==> config.mk <==
export PLATFORM = sky130hd
export DESIGN_NAME = tile_sel_gen
export DESIGN_NICKNAME = d
export VERILOG_FILES = /design/src/rtl/tile_sel_gen.sv
export SDC_FILE = /design/constraint.sdc
export NUM_CORES = 1
export LEC_CHECK = 0
export BUFFER_PORTS_ARGS = -buffer_cell sky130_fd_sc_hd__buf_4
export CORE_MARGIN = 10
export CORE_UTILIZATION = 55
export CTS_CLUSTER_DIAMETER = 200
export DETAILED_ROUTE_END_ITERATION = 16
export PLACE_DENSITY = 0.86
export SLEW_MARGIN = 10
export SYNTH_ARGS = -nofsm -noshare
export SYNTH_HDL_FRONTEND = slang
export SYNTH_SLANG_ARGS = --single-unit
==> constraint.sdc <==
create_clock -name i_pclk -period 2.4 [get_ports i_pclk]
set_clock_uncertainty 0.15 [all_clocks]
set_input_delay 0.12 -clock i_pclk [delete_from_list [all_inputs] [get_ports i_pclk]]
set_output_delay 0.12 -clock i_pclk [all_outputs]
set_load 0.01 [all_outputs]
==> src/rtl/tile_sel_gen.sv <==
// -----------------------------------------------------------------------------
// tile_sel_gen
//
// Per-pixel tile classifier for the display pipeline. The current pixel
// position is turned into a tile-map read. The map contents are then merged
// with the two player sprite boxes, and the block produces the tile-type
// select plus the in-tile ROM address. All timing signals are delayed by the
// same two cycles so that they stay aligned with the select outputs.
//
// Ports
//   i_pclk, i_rst_n        pixel clock, asynchronous active-low reset
//   i_hcount, i_vcount     current pixel position (11 bits each)
//   i_hsync, i_vsync       sync inputs
//   i_hblnk, i_vblnk       blanking inputs
//   o_map_addr             map RAM address (row*MAP_COLS+col), 0 outside map
//   i_map_data             map RAM data, valid the cycle after o_map_addr
//   i_plr{1,2}_en/_x/_y    player visibility and top-left position
//   o_sel                  0 path, 1 obs1, 2 obs2, 3 bomb, 4 expl, 5 plr1, 6 plr2
//   o_rom_addr             {row offset, col offset} inside tile or sprite
//   o_in_area              pixel inside the map and not blanked
//   o_hcount .. o_vblnk    timing inputs delayed by two cycles
//
// Map RAM contract: o_map_addr is registered at the stage-1 edge. The RAM
// must present the matching word on i_map_data before the next edge, where
// stage 2 samples it. There is no handshake; the RAM is assumed to always
// answer within that one cycle.
// -----------------------------------------------------------------------------
module tile_sel_gen #(
  parameter int TILE_BITS = 5,
  parameter int MAP_COLS  = 32,
  parameter int MAP_ROWS  = 24
) (
  input  logic        i_pclk,
  input  logic        i_rst_n,
  input  logic [10:0] i_hcount,
  input  logic [10:0] i_vcount,
  input  logic        i_hsync,
  input  logic        i_vsync,
  input  logic        i_hblnk,
  input  logic        i_vblnk,
  output logic [9:0]  o_map_addr,
  input  logic [2:0]  i_map_data,
  input  logic        i_plr1_en,
  input  logic [10:0] i_plr1_x,
  input  logic [10:0] i_plr1_y,
  input  logic        i_plr2_en,
  input  logic [10:0] i_plr2_x,
  input  logic [10:0] i_plr2_y,
  output logic [2:0]  o_sel,
  output logic [9:0]  o_rom_addr,
  output logic        o_in_area,
  output logic [10:0] o_hcount,
  output logic [10:0] o_vcount,
  output logic        o_hsync,
  output logic        o_vsync,
  output logic        o_hblnk,
  output logic        o_vblnk
);

  localparam int TW  = TILE_BITS;
  localparam int CW  = 11 - TILE_BITS;   // width of tile column/row index
  localparam int SPR = 1 << TILE_BITS;   // sprite edge equals tile edge

  localparam logic [2:0] SEL_PATH = 3'd0;
  localparam logic [2:0] SEL_EXPL = 3'd4;
  localparam logic [2:0] SEL_PLR1 = 3'd5;
  localparam logic [2:0] SEL_PLR2 = 3'd6;

  // ---------------------------------------------------------------------------
  // Player position latch. Shadow registers are loaded only on the rising
  // edge of vblank, so a whole frame is drawn with one consistent set of
  // positions. The compare in stage 1 reads the shadow registers as they
  // were before the edge, so the latch affects only later pixels.
  // ---------------------------------------------------------------------------
  logic        vblnk_q;
  logic        lat1_en;
  logic [10:0] lat1_x;
  logic [10:0] lat1_y;
  logic        lat2_en;
  logic [10:0] lat2_x;
  logic [10:0] lat2_y;
  logic        vblnk_rise;

  assign vblnk_rise = i_vblnk & ~vblnk_q;

  always_ff @(posedge i_pclk or negedge i_rst_n) begin
    if (!i_rst_n) begin
      vblnk_q <= 1'b0;
      lat1_en <= 1'b0;
      lat1_x  <= '0;
      lat1_y  <= '0;
      lat2_en <= 1'b0;
      lat2_x  <= '0;
      lat2_y  <= '0;
    end else begin
      vblnk_q <= i_vblnk;
      if (vblnk_rise) begin
        lat1_en <= i_plr1_en;
        lat1_x  <= i_plr1_x;
        lat1_y  <= i_plr1_y;
        lat2_en <= i_plr2_en;
        lat2_x  <= i_plr2_x;
        lat2_y  <= i_plr2_y;
      end
    end
  end

  // ---------------------------------------------------------------------------
  // Stage 1 combinational: map address, area flag, and sprite hit tests.
  // ---------------------------------------------------------------------------
  logic [CW-1:0] col;
  logic [CW-1:0] row;
  logic          in_map;
  logic [9:0]    map_addr_d;
  logic          in_area_d;

  assign col    = i_hcount[10:TW];
  assign row    = i_vcount[10:TW];
  assign in_map = (col < CW'(MAP_COLS)) && (row < CW'(MAP_ROWS));

  always_comb begin
    map_addr_d = '0;
    if (in_map) begin
      map_addr_d = 10'(row) * 10'(MAP_COLS) + 10'(col);
    end
  end

  assign in_area_d = in_map & ~i_hblnk & ~i_vblnk;

  // The box compare is widened to 12 bits so that x + SPR cannot wrap
  // near the top of the 11-bit range; a sprite at x=2040 must not hit h=0.
  function automatic logic box_hit(input logic        en,
                                   input logic [10:0] x,
                                   input logic [10:0] y,
                                   input logic [10:0] h,
                                   input logic [10:0] v);
    logic [11:0] hx;
    logic [11:0] vx;
    logic [11:0] xx;
    logic [11:0] yx;
    hx = {1'b0, h};
    vx = {1'b0, v};
    xx = {1'b0, x};
    yx = {1'b0, y};
    box_hit = en && (hx >= xx) && (hx < xx + 12'(SPR)) &&
                    (vx >= yx) && (vx < yx + 12'(SPR));
  endfunction

  logic          p1_hit_d;
  logic          p2_hit_d;
  logic [TW-1:0] p1_hoff_d;
  logic [TW-1:0] p1_voff_d;
  logic [TW-1:0] p2_hoff_d;
  logic [TW-1:0] p2_voff_d;

  assign p1_hit_d = box_hit(lat1_en, lat1_x, lat1_y, i_hcount, i_vcount);
  assign p2_hit_d = box_hit(lat2_en, lat2_x, lat2_y, i_hcount, i_vcount);

  // Low bits of a difference depend only on the low bits of the operands,
  // so the sprite offset is formed directly in TILE_BITS width.
  assign p1_hoff_d = i_hcount[TW-1:0] - lat1_x[TW-1:0];
  assign p1_voff_d = i_vcount[TW-1:0] - lat1_y[TW-1:0];
  assign p2_hoff_d = i_hcount[TW-1:0] - lat2_x[TW-1:0];
  assign p2_voff_d = i_vcount[TW-1:0] - lat2_y[TW-1:0];

  // ---------------------------------------------------------------------------
  // Stage 1 registers.
  // ---------------------------------------------------------------------------
  logic          s1_in_area;
  logic [TW-1:0] s1_hoff;
  logic [TW-1:0] s1_voff;
  logic          s1_p1_hit;
  logic          s1_p2_hit;
  logic [TW-1:0] s1_p1_hoff;
  logic [TW-1:0] s1_p1_voff;
  logic [TW-1:0] s1_p2_hoff;
  logic [TW-1:0] s1_p2_voff;
  logic [10:0]   s1_hcount;
  logic [10:0]   s1_vcount;
  logic          s1_hsync;
  logic          s1_vsync;
  logic          s1_hblnk;
  logic          s1_vblnk;

  always_ff @(posedge i_pclk or negedge i_rst_n) begin
    if (!i_rst_n) begin
      o_map_addr <= '0;
      s1_in_area <= 1'b0;
      s1_hoff    <= '0;
      s1_voff    <= '0;
      s1_p1_hit  <= 1'b0;
      s1_p2_hit  <= 1'b0;
      s1_p1_hoff <= '0;
      s1_p1_voff <= '0;
      s1_p2_hoff <= '0;
      s1_p2_voff <= '0;
      s1_hcount  <= '0;
      s1_vcount  <= '0;
      s1_hsync   <= 1'b0;
      s1_vsync   <= 1'b0;
      s1_hblnk   <= 1'b0;
      s1_vblnk   <= 1'b0;
    end else begin
      o_map_addr <= map_addr_d;
      s1_in_area <= in_area_d;
      s1_hoff    <= i_hcount[TW-1:0];
      s1_voff    <= i_vcount[TW-1:0];
      s1_p1_hit  <= p1_hit_d;
      s1_p2_hit  <= p2_hit_d;
      s1_p1_hoff <= p1_hoff_d;
      s1_p1_voff <= p1_voff_d;
      s1_p2_hoff <= p2_hoff_d;
      s1_p2_voff <= p2_voff_d;
      s1_hcount  <= i_hcount;
      s1_vcount  <= i_vcount;
      s1_hsync   <= i_hsync;
      s1_vsync   <= i_vsync;
      s1_hblnk   <= i_hblnk;
      s1_vblnk   <= i_vblnk;
    end
  end

  // ---------------------------------------------------------------------------
  // Stage 2 combinational: priority merge of area, sprites and map code.
  // Player 1 sits above player 2, which sits above the map. Map codes above
  // the explosion code are unused and are drawn as path.
  // ---------------------------------------------------------------------------
  logic [2:0] sel_d;
  logic [9:0] rom_addr_d;

  always_comb begin
    sel_d      = SEL_PATH;
    rom_addr_d = '0;
    if (s1_in_area) begin
      if (s1_p1_hit) begin
        sel_d      = SEL_PLR1;
        rom_addr_d = 10'({s1_p1_voff, s1_p1_hoff});
      end else if (s1_p2_hit) begin
        sel_d      = SEL_PLR2;
        rom_addr_d = 10'({s1_p2_voff, s1_p2_hoff});
      end else begin
        sel_d      = (i_map_data > SEL_EXPL) ? SEL_PATH : i_map_data;
        rom_addr_d = 10'({s1_voff, s1_hoff});
      end
    end
  end

  // ---------------------------------------------------------------------------
  // Stage 2 registers (block outputs).
  // ---------------------------------------------------------------------------
  always_ff @(posedge i_pclk or negedge i_rst_n) begin
    if (!i_rst_n) begin
      o_sel      <= '0;
      o_rom_addr <= '0;
      o_in_area  <= 1'b0;
      o_hcount   <= '0;
      o_vcount   <= '0;
      o_hsync    <= 1'b0;
      o_vsync    <= 1'b0;
      o_hblnk    <= 1'b0;
      o_vblnk    <= 1'b0;
    end else begin
      o_sel      <= sel_d;
      o_rom_addr <= rom_addr_d;
      o_in_area  <= s1_in_area;
      o_hcount   <= s1_hcount;
      o_vcount   <= s1_vcount;
      o_hsync    <= s1_hsync;
      o_vsync    <= s1_vsync;
      o_hblnk    <= s1_hblnk;
      o_vblnk    <= s1_vblnk;
    end
  end

endmodule
# == Yosys cells after proc, flatten, opt, wreduce, memory -nomap -nowiden ==
# Index checks and enable logic that the tools add are counted.
# totals
regBits,155
wordCells,74
# op_classes
addsub,9
order_cmp,11
mux,8
bitwise_logic,6
reduce_logical,9
# ops
cell,count
adder 11 x 6 -> 12 bit (second input constant),4
less-than comparator 11 x 12 -> 1 bit,4
greater-or-equal comparator 11 bit,4
two-way mux 10 bit,4
subtractor 5 bit,4
two-way mux 3 bit,4
adder 10 x 6 -> 10 bit,1
logical AND 1 bit,9
less-than comparator 6 x 5 -> 1 bit (second input constant),1
less-than comparator 6 bit (second input constant),1
AND 1 bit,3
> comparator 3 bit (second input constant),1
inverter 1 bit,3

# == Depth between registers and ports, before layout ==
# Gate-level depths: netlist of the first run.
# logic_depth
ltp_word,5
ltp_mapped,9
ltp_nobuf,9

# == Worst setup path after synthesis of the first run ==
# Ideal clock, no wire load.
# synth_path
path_type,reg-to-reg
start,reg lat1_y[5]
end,reg s1_p1_hit
t_arrival_ns,1.661
t_required_ns,2.124
setup_slack_ns,0.463
path_stages_with_launch,9
n_path_buf,0
synth_period_minus_slack_ns,1.937
path_cell_list,dfrtp_1 -> ha_1 -> nand3_1 -> xnor2_1 -> ha_1 -> nand2_1 -> or3_1 -> a21oi_1 -> nor4_1
# synth_between
elab_chain_cells,3
word_cells_on_any_way,5
# synth_rtl
item,line,text
"start, declared",78,logic [10:0] lat1_y;
"start signal, assigned",100,lat1_y <= i_plr1_y;
adder 11 x 6 -> 12 bit / greater-or-equal comparator 11 bit (equally long branches),146,(vx >= yx) && (vx < yx + 12'(SPR));
less-than comparator 11 x 12 -> 1 bit / logical AND 1 bit (equally long branches),"146, 145",
logical AND 1 bit (*),146,
via p1_hit_d,149,logic p1_hit_d;
"end signal, assigned",208,s1_p1_hit <= p1_hit_d;
"end, declared",172,logic s1_p1_hit;
# Mark *: on every way through the listed nets, which the timed path passes. The rest lies on a longest branch.
# A chain may end at the register's enable or synchronous reset.

# == Worst setup path in the final report of the first run ==
# layout_path
start,in i_hcount[0]
end,reg s1_p2_hit
# layout_between
elab_chain_cells,5
word_cells_on_any_way,6
# layout_rtl
item,line,text
"start, declared",35,"input logic [10:0] i_hcount,"
greater-or-equal comparator 11 bit,145,box_hit = en && (hx >= xx) && (hx < xx + 12'(SPR)) &&
logical AND 1 bit,145,
logical AND 1 bit (*) (2 in series),145,
logical AND 1 bit (*),146,
via p2_hit_d,150,logic p2_hit_d;
"end signal, assigned",209,s1_p2_hit <= p2_hit_d;
"end, declared",173,logic s1_p2_hit;
# Marks and branches as above.

==> results of run 1 <==
## report_power, final
| group | switching, W | leakage [nW] | internal, W |
|---|---|---|---|
| sequential | 0.000135 | 1.77 | 0.00270 |
| clock | 0.00104 | 0.269 | 0.00156 |
| combinational | 0.000750 | 2.44 | 0.000667 |
| total | 0.00193 | 4.48 | 0.00493 |
## cell usage after synthesis (all sizes together) (8+ instances only)
cell    instances
nand3          17
mux2i          10
o21ai          67
a21oi          27
dfrtp         145
nor3           10
nor2           13
inv            59
nand2          65
and2           17
ha             74
a21o           11
xnor2          24
clkbuf          8
## registers in the layout, indices dropped and copies added (netlist names), 3 cells and up
| signal | flops |
|---|---|
| s1_p2_voff | 5 |
| lat2_x | 11 |
| s1_p2_hoff | 5 |
| s1_p1_voff | 5 |
| s1_hcount | 11 |
| o_map_addr | 10 |
| lat2_y | 11 |
| lat1_y | 11 |
| o_sel | 3 |
| lat1_x | 11 |
| o_hcount | 11 |
| s1_vcount | 11 |
| o_rom_addr | 10 |
| o_vcount | 11 |
| s1_p1_hoff | 5 |
## metrics by stage
stage	area (um^2)	hold slack (ps)	utilization, %
floorplan	6850	-326	-
global placement	8030	7.34	66.3
detailed placement	8030	9.25	66.3
CTS	9380	129	77.5
global route	9410	165	77.7
finish	9410	110	77.7
## repair_timing
action,4_1_cts,5_1_grt
setup endpoints to repair,0,2
endpoints found under the hold margin,163,0
hold buffers,77,0
gates resized for setup,0,2
## layer usage
layer	part of all wire (%)	track usage (%)	up-vias
met3	5.1	6.02	69
met1	38	23.2	2709
met5	0	0	-
met4	4.4	13.2	0
li1	-	-	2590
met2	52	38.3	217
## kinds of logic after synthesis
kind of cell,count (synthesis),synth area share [%]
AOI/OAI and AO/OA,139,12.0
xor gates and xnor gates,28,3.58
adders and majority gates,78,14.7
buffers and inverters,73,4.11
DFF,145,53.0
muxes,16,2.45
and+or+nand+nor,144,10.2
## path summary, 6_finish.rpt
kind,endpoint,slack [ps]
setup / recovery,s1_p2_hit,110
max in group asynchronous,lat2_x[10],1250
hold reg to reg,o_vsync,200
setup reg to reg,s1_p2_hit,140
hold / removal,o_rom_addr[8],110
min in group i_pclk,o_vsync,200
## final cells by class
| class | count | area, um^2 | share of cell area (%) |
|---|---|---|---|
| Antenna cell | 4 | 10.0 | 0.106 |
| Clock buffer | 20 | 447 | 4.75 |
| Clock inverter | 12 | 134 | 1.42 |
| Inverter | 59 | 221 | 2.35 |
| Multi-Input combinational cell | 405 | 2960 | 31.5 |
| Sequential cell | 145 | 3630 | 38.6 |
| Tap cell | 168 | 210 | 2.23 |
| Timing Repair Buffer | 213 | 1800 | 19.1 |
==> impl_metrics.yaml, run 1 <==
sta:
  final_hold_viol_count: 0
  tightest_slew_ps: 707
  rsz0062_at_grt: "no"
  setup_viol: 0
  fin_ws_ps: 106
  slew_viol_final: 0
  period_minus_slack_ps: 2290
  max_freq_mhz: 436
  relSlewSlack_pct: 52.9
  tns_ps: 0
  fin_crit_sh_pct: 95.6
critical_path:
  r2r_start: "lat2_y[5]"
  crit_family: "buffers and inverters"
  reg2reg_depth: 9
  cp_slowest_cell: "dlygate4sd3_1"
  worst_setup_path_end_kind: "flip-flop"
  cp_data_required_time_ps: 2560
  cp.depth: 11
  cp-startpoint: "i_hcount[0]"
  crit_fanout: 3
  slowest_delay_ps: 550
  crit_path_cell_trace: "dlygate4sd3_1 > buf_4 > inv_1 > ha_1 > inv_1 > fa_1 > a211oi_1 > o21ai_1 > nand2_1 > a21oi_1 > nor4_1"
  arrival_ps: 2460
  crit_buf_inv: 4
  crit_path_start_kind: "input port"
  worstSetupPathType: "input port to flip-flop"
  critical_path.most_common_cell: "inv_1"
global_route:
  grt.total_usage_pct: 22.0
  grt_pass1_wl_mm: 30.7
  grt_pass1_vias: 6202
  grt_max_degree: 69
  antenna_found_initial: 4
  gr-total-overflow: 0
placement:
  place_congestion: 0.903
  portBuffers: 126
  pre_cts_ws_ps: 222
  dp_hpwl_mm: 12.5
  placed_cells: 913
pwr:
  ir_drop_v: 0.000456
  power_w: 0.00685
  p_per_area_nw_per_um2: 729
  leakage_nw: 4.48
drt:
  drt_pass1_iterations: 5
  drt_iter0_markers: 351
  wirelength_mm: 18.8
  antenna_left: 0
  drc: 0
  vias_per_cell: 5.44
  dr_total_vias: 5585
  post_drt_wl_per_cell_um: 18.3
floorplan:
  fp.coreArea_um2: 12100
  die_area_um2: 17300
  die_w_um: 132
  ios: 127
  start_util_pct: 56.6
  rows: 40
  die_h_um: 132
layout:
  mostFrequentLayoutCell: "dfrtp_1"
  drive_above_1_share_pct: 20.8
  nFillCells: 738
  nNetsFinal: 996
  layout_common_cells: "145 x dfrtp_1, 135 x buf_4, 77 x dlygate4sd3_1, 74 x ha_1, 65 x nand2_1"
  area_delta_synth_final_pct: 37.3
  fin_cells: 1026
clocking:
  htree_levels: 4
  cts_root_buf: "clkbuf_16"
  postCtsSetupBuffers: 0
  tritoncts: "yes"
  cts_buffers: 17
  clock_path_buffers: 2
  cts_sinks: 145
  clk_latency_ps: 430
  path_clk_slew_ps: 60
yosys:
  ys_seq_elements: 145
  seq_area_frac_synth_pct: 53.0
  synth-edff-count: 0
  synth_area_leaders: "dfrtp_1 53%, ha_1 14%, o21ai_0 4.5%"
  synth_nets: 778
  synth_cells: 623
  synth.avg_cell_area_um2: 11.0
  ys_warn_count: 0
  synth_top_cell_by_area: "dfrtp_1"
  netlist_area_um2: 6850
  async_flop_share_pct: 100
  ys_types: 46
  ys.flop_type: "dfrtp_1"
  synth_top_area_share_pct: 53.0
job:
  cap_violations: 0
hold_path:
  hold_class: "input port to asynchronous set/reset pin"
outcome:
  run_status: "complete, no violations"
(Power assumes the default switching activity.)
==> inputs of run 2 (changes only) <==
clock period = 3 ns   (was 2.4 ns; I/O delays follow)
==> run 2 against run 1 <==
Effect of this change:
- sequential power is 20% lower
- via count is 2.4% lower
- global-route usage is 0.66 points lower
- register-to-register slack improved by 630 ps
- wire length is 3.2% lower
- largest cell class unchanged
==> impl_metrics.yaml, run 2 (synthesis gave the netlist of run 1 again) <==
outcome:
  run_status: "complete, no violations"
hold_path:
  min_to: "o_sel[2]"
  hold_class: "input port to flip-flop"
  worstHoldPathCells: 4
  hold_start: "i_map_data[2]"
floorplan:
  ios: 127
  fp.coreArea_um2: 12100
  die_w_um: 132
  start_util_pct: 56.6
  die_area_um2: 17300
  die_h_um: 132
  rows: 40
clocking:
  cts_buffers: 17
  clock_path_buffers: 2
  cts_resized: 0
  htree_levels: 4
  cts_sinks: 145
  cts_root_buf: "clkbuf_16"
  path_clk_slew_ps: 60
  tritoncts: "yes"
  clk_latency_ps: 420
placement:
  dp_hpwl_mm: 12.4
  place_congestion: 0.865
  portBuffers: 126
layout:
  drive_above_1_share_pct: 20.0
  nFillCells: 734
  nNetsFinal: 992
  area_delta_synth_final_pct: 37.0
  layout_common_cells: "145 x dfrtp_1, 131 x buf_4, 77 x dlygate4sd3_1, 74 x ha_1, 65 x nand2_1"
  mostFrequentLayoutCell: "dfrtp_1"
pwr:
  ir_drop_v: 0.000306
  p_per_area_nw_per_um2: 593
  power_w: 0.00557
  leakage_nw: 4.48
drt:
  wirelength_mm: 18.2
  drc: 0
  vias_per_cell: 5.35
  dr_total_vias: 5451
  post_drt_wl_per_cell_um: 17.9
  drt_iter0_markers: 267
  drt_pass1_iterations: 4
  antenna_left: 0
critical_path:
  regToRegEndpoint: "s1_p1_hit"
  reg2reg_slack_ps: 770
  arrival_ps: 2440
  reg2reg_depth: 8
  r2r_start: "lat1_x[5]"
  worstSetupPathType: "input port to flip-flop"
  cp_data_required_time_ps: 3160
  crit_fanout: 3
  crit_path_start_kind: "input port"
  worst_setup_path_end_kind: "flip-flop"
global_route:
  grt_pass1_wl_mm: 30.1
  grt_pass1_vias: 6122
  grt_max_degree: 72
  antenna_found_initial: 0
  gr-total-overflow: 0
  grt.total_usage_pct: 21.3
sta:
  tightest_slew_ps: 1120
  max_freq_mhz: 438
  rsz0062_at_grt: "no"
  slew_viol_final: 0
  period_minus_slack_ps: 2280
  final_hold_viol_count: 0
  fin_crit_sh_pct: 76.0
  setup_viol: 0
  relSlewSlack_pct: 24.6
  tns_ps: 0
job:
  cap_violations: 0
run 2: changes by cell type in the layout (fill, tap and decap cells not counted), moves of 2 or more:
cell	change
buf_4	-4
bufinv_16	+2
clkinvlp_4	-4
diode_2	-3
inv_6	-2
run 2: metrics by stage:
stage	setup WS, ps	area (um^2)	cells	utilization [%]	hold slack [ps]
after floorplan	1060	6850	623	-	-296
after global placement	898	8000	909	66.1	27.7
after detailed placement	827	8000	909	66.1	41.6
after CTS	757	9380	1017	77.5	63.2
after global routing	498	9380	1017	77.5	105
final	719	9390	1018	77.5	91.9
run 2: how the worst max path moves through the flow:
stage	startpoint	end	cells past startpoint
after CTS	i_hcount[0]	s1_p1_hit	11
after floorplan	lat1_y[5]	s1_p1_hit	8
after global placement	lat1_x[5]	s1_p1_hit	8
after global routing	i_hcount[0]	s1_p1_hit	11
after detailed placement	lat1_x[5]	s1_p1_hit	8
final	i_hcount[0]	s1_p1_hit	11
run 2: critical path, stage by stage:
cell and delay [ps]:
dlygate4sd3_1 560, buf_4 140, inv_1 70, ha_1 170
inv_1 60, fa_1 410, a211oi_1 250, nor2_1 90
o21bai_1 190, a211oi_1 100, nor4_1 230
run 2: what timing repair did:
action	CTS	global route
buffers inserted	0	0
hold endpoints to repair	162	0
hold buffers	77	0
run 2: final cells by class:
cell class | instances | area, um^2 | share of cell area, %
repair buffers | 209 | 1770 | 18.8
clock inverters | 10 | 160 | 1.71
diodes | 1 | 2.50 | 0.0267
flip-flops and latches | 145 | 3630 | 38.7
multi-input cells | 405 | 2950 | 31.4
well taps | 168 | 210 | 2.24
inverters | 59 | 221 | 2.36
clock buffers | 21 | 450 | 4.80
run 2: metal layers:
| layer | track usage [%] | wire [um] | vias to the layer above |
|---|---|---|---|
| met1 | 23.2 | 7070 | 2641 |
| met3 | 5.37 | 965 | 44 |
| li1 | - | - | 2572 |
| met4 | 9.39 | 575 | 0 |
| met2 | 38.2 | 9580 | 194 |
| met5 | 0 | 0 | - |
run 2: where the power goes:
part / switching, W / internal (W)
clock network: 0.000776 / 0.00141
registers: 0.000109 / 0.00216
logic: 0.000587 / 0.000528
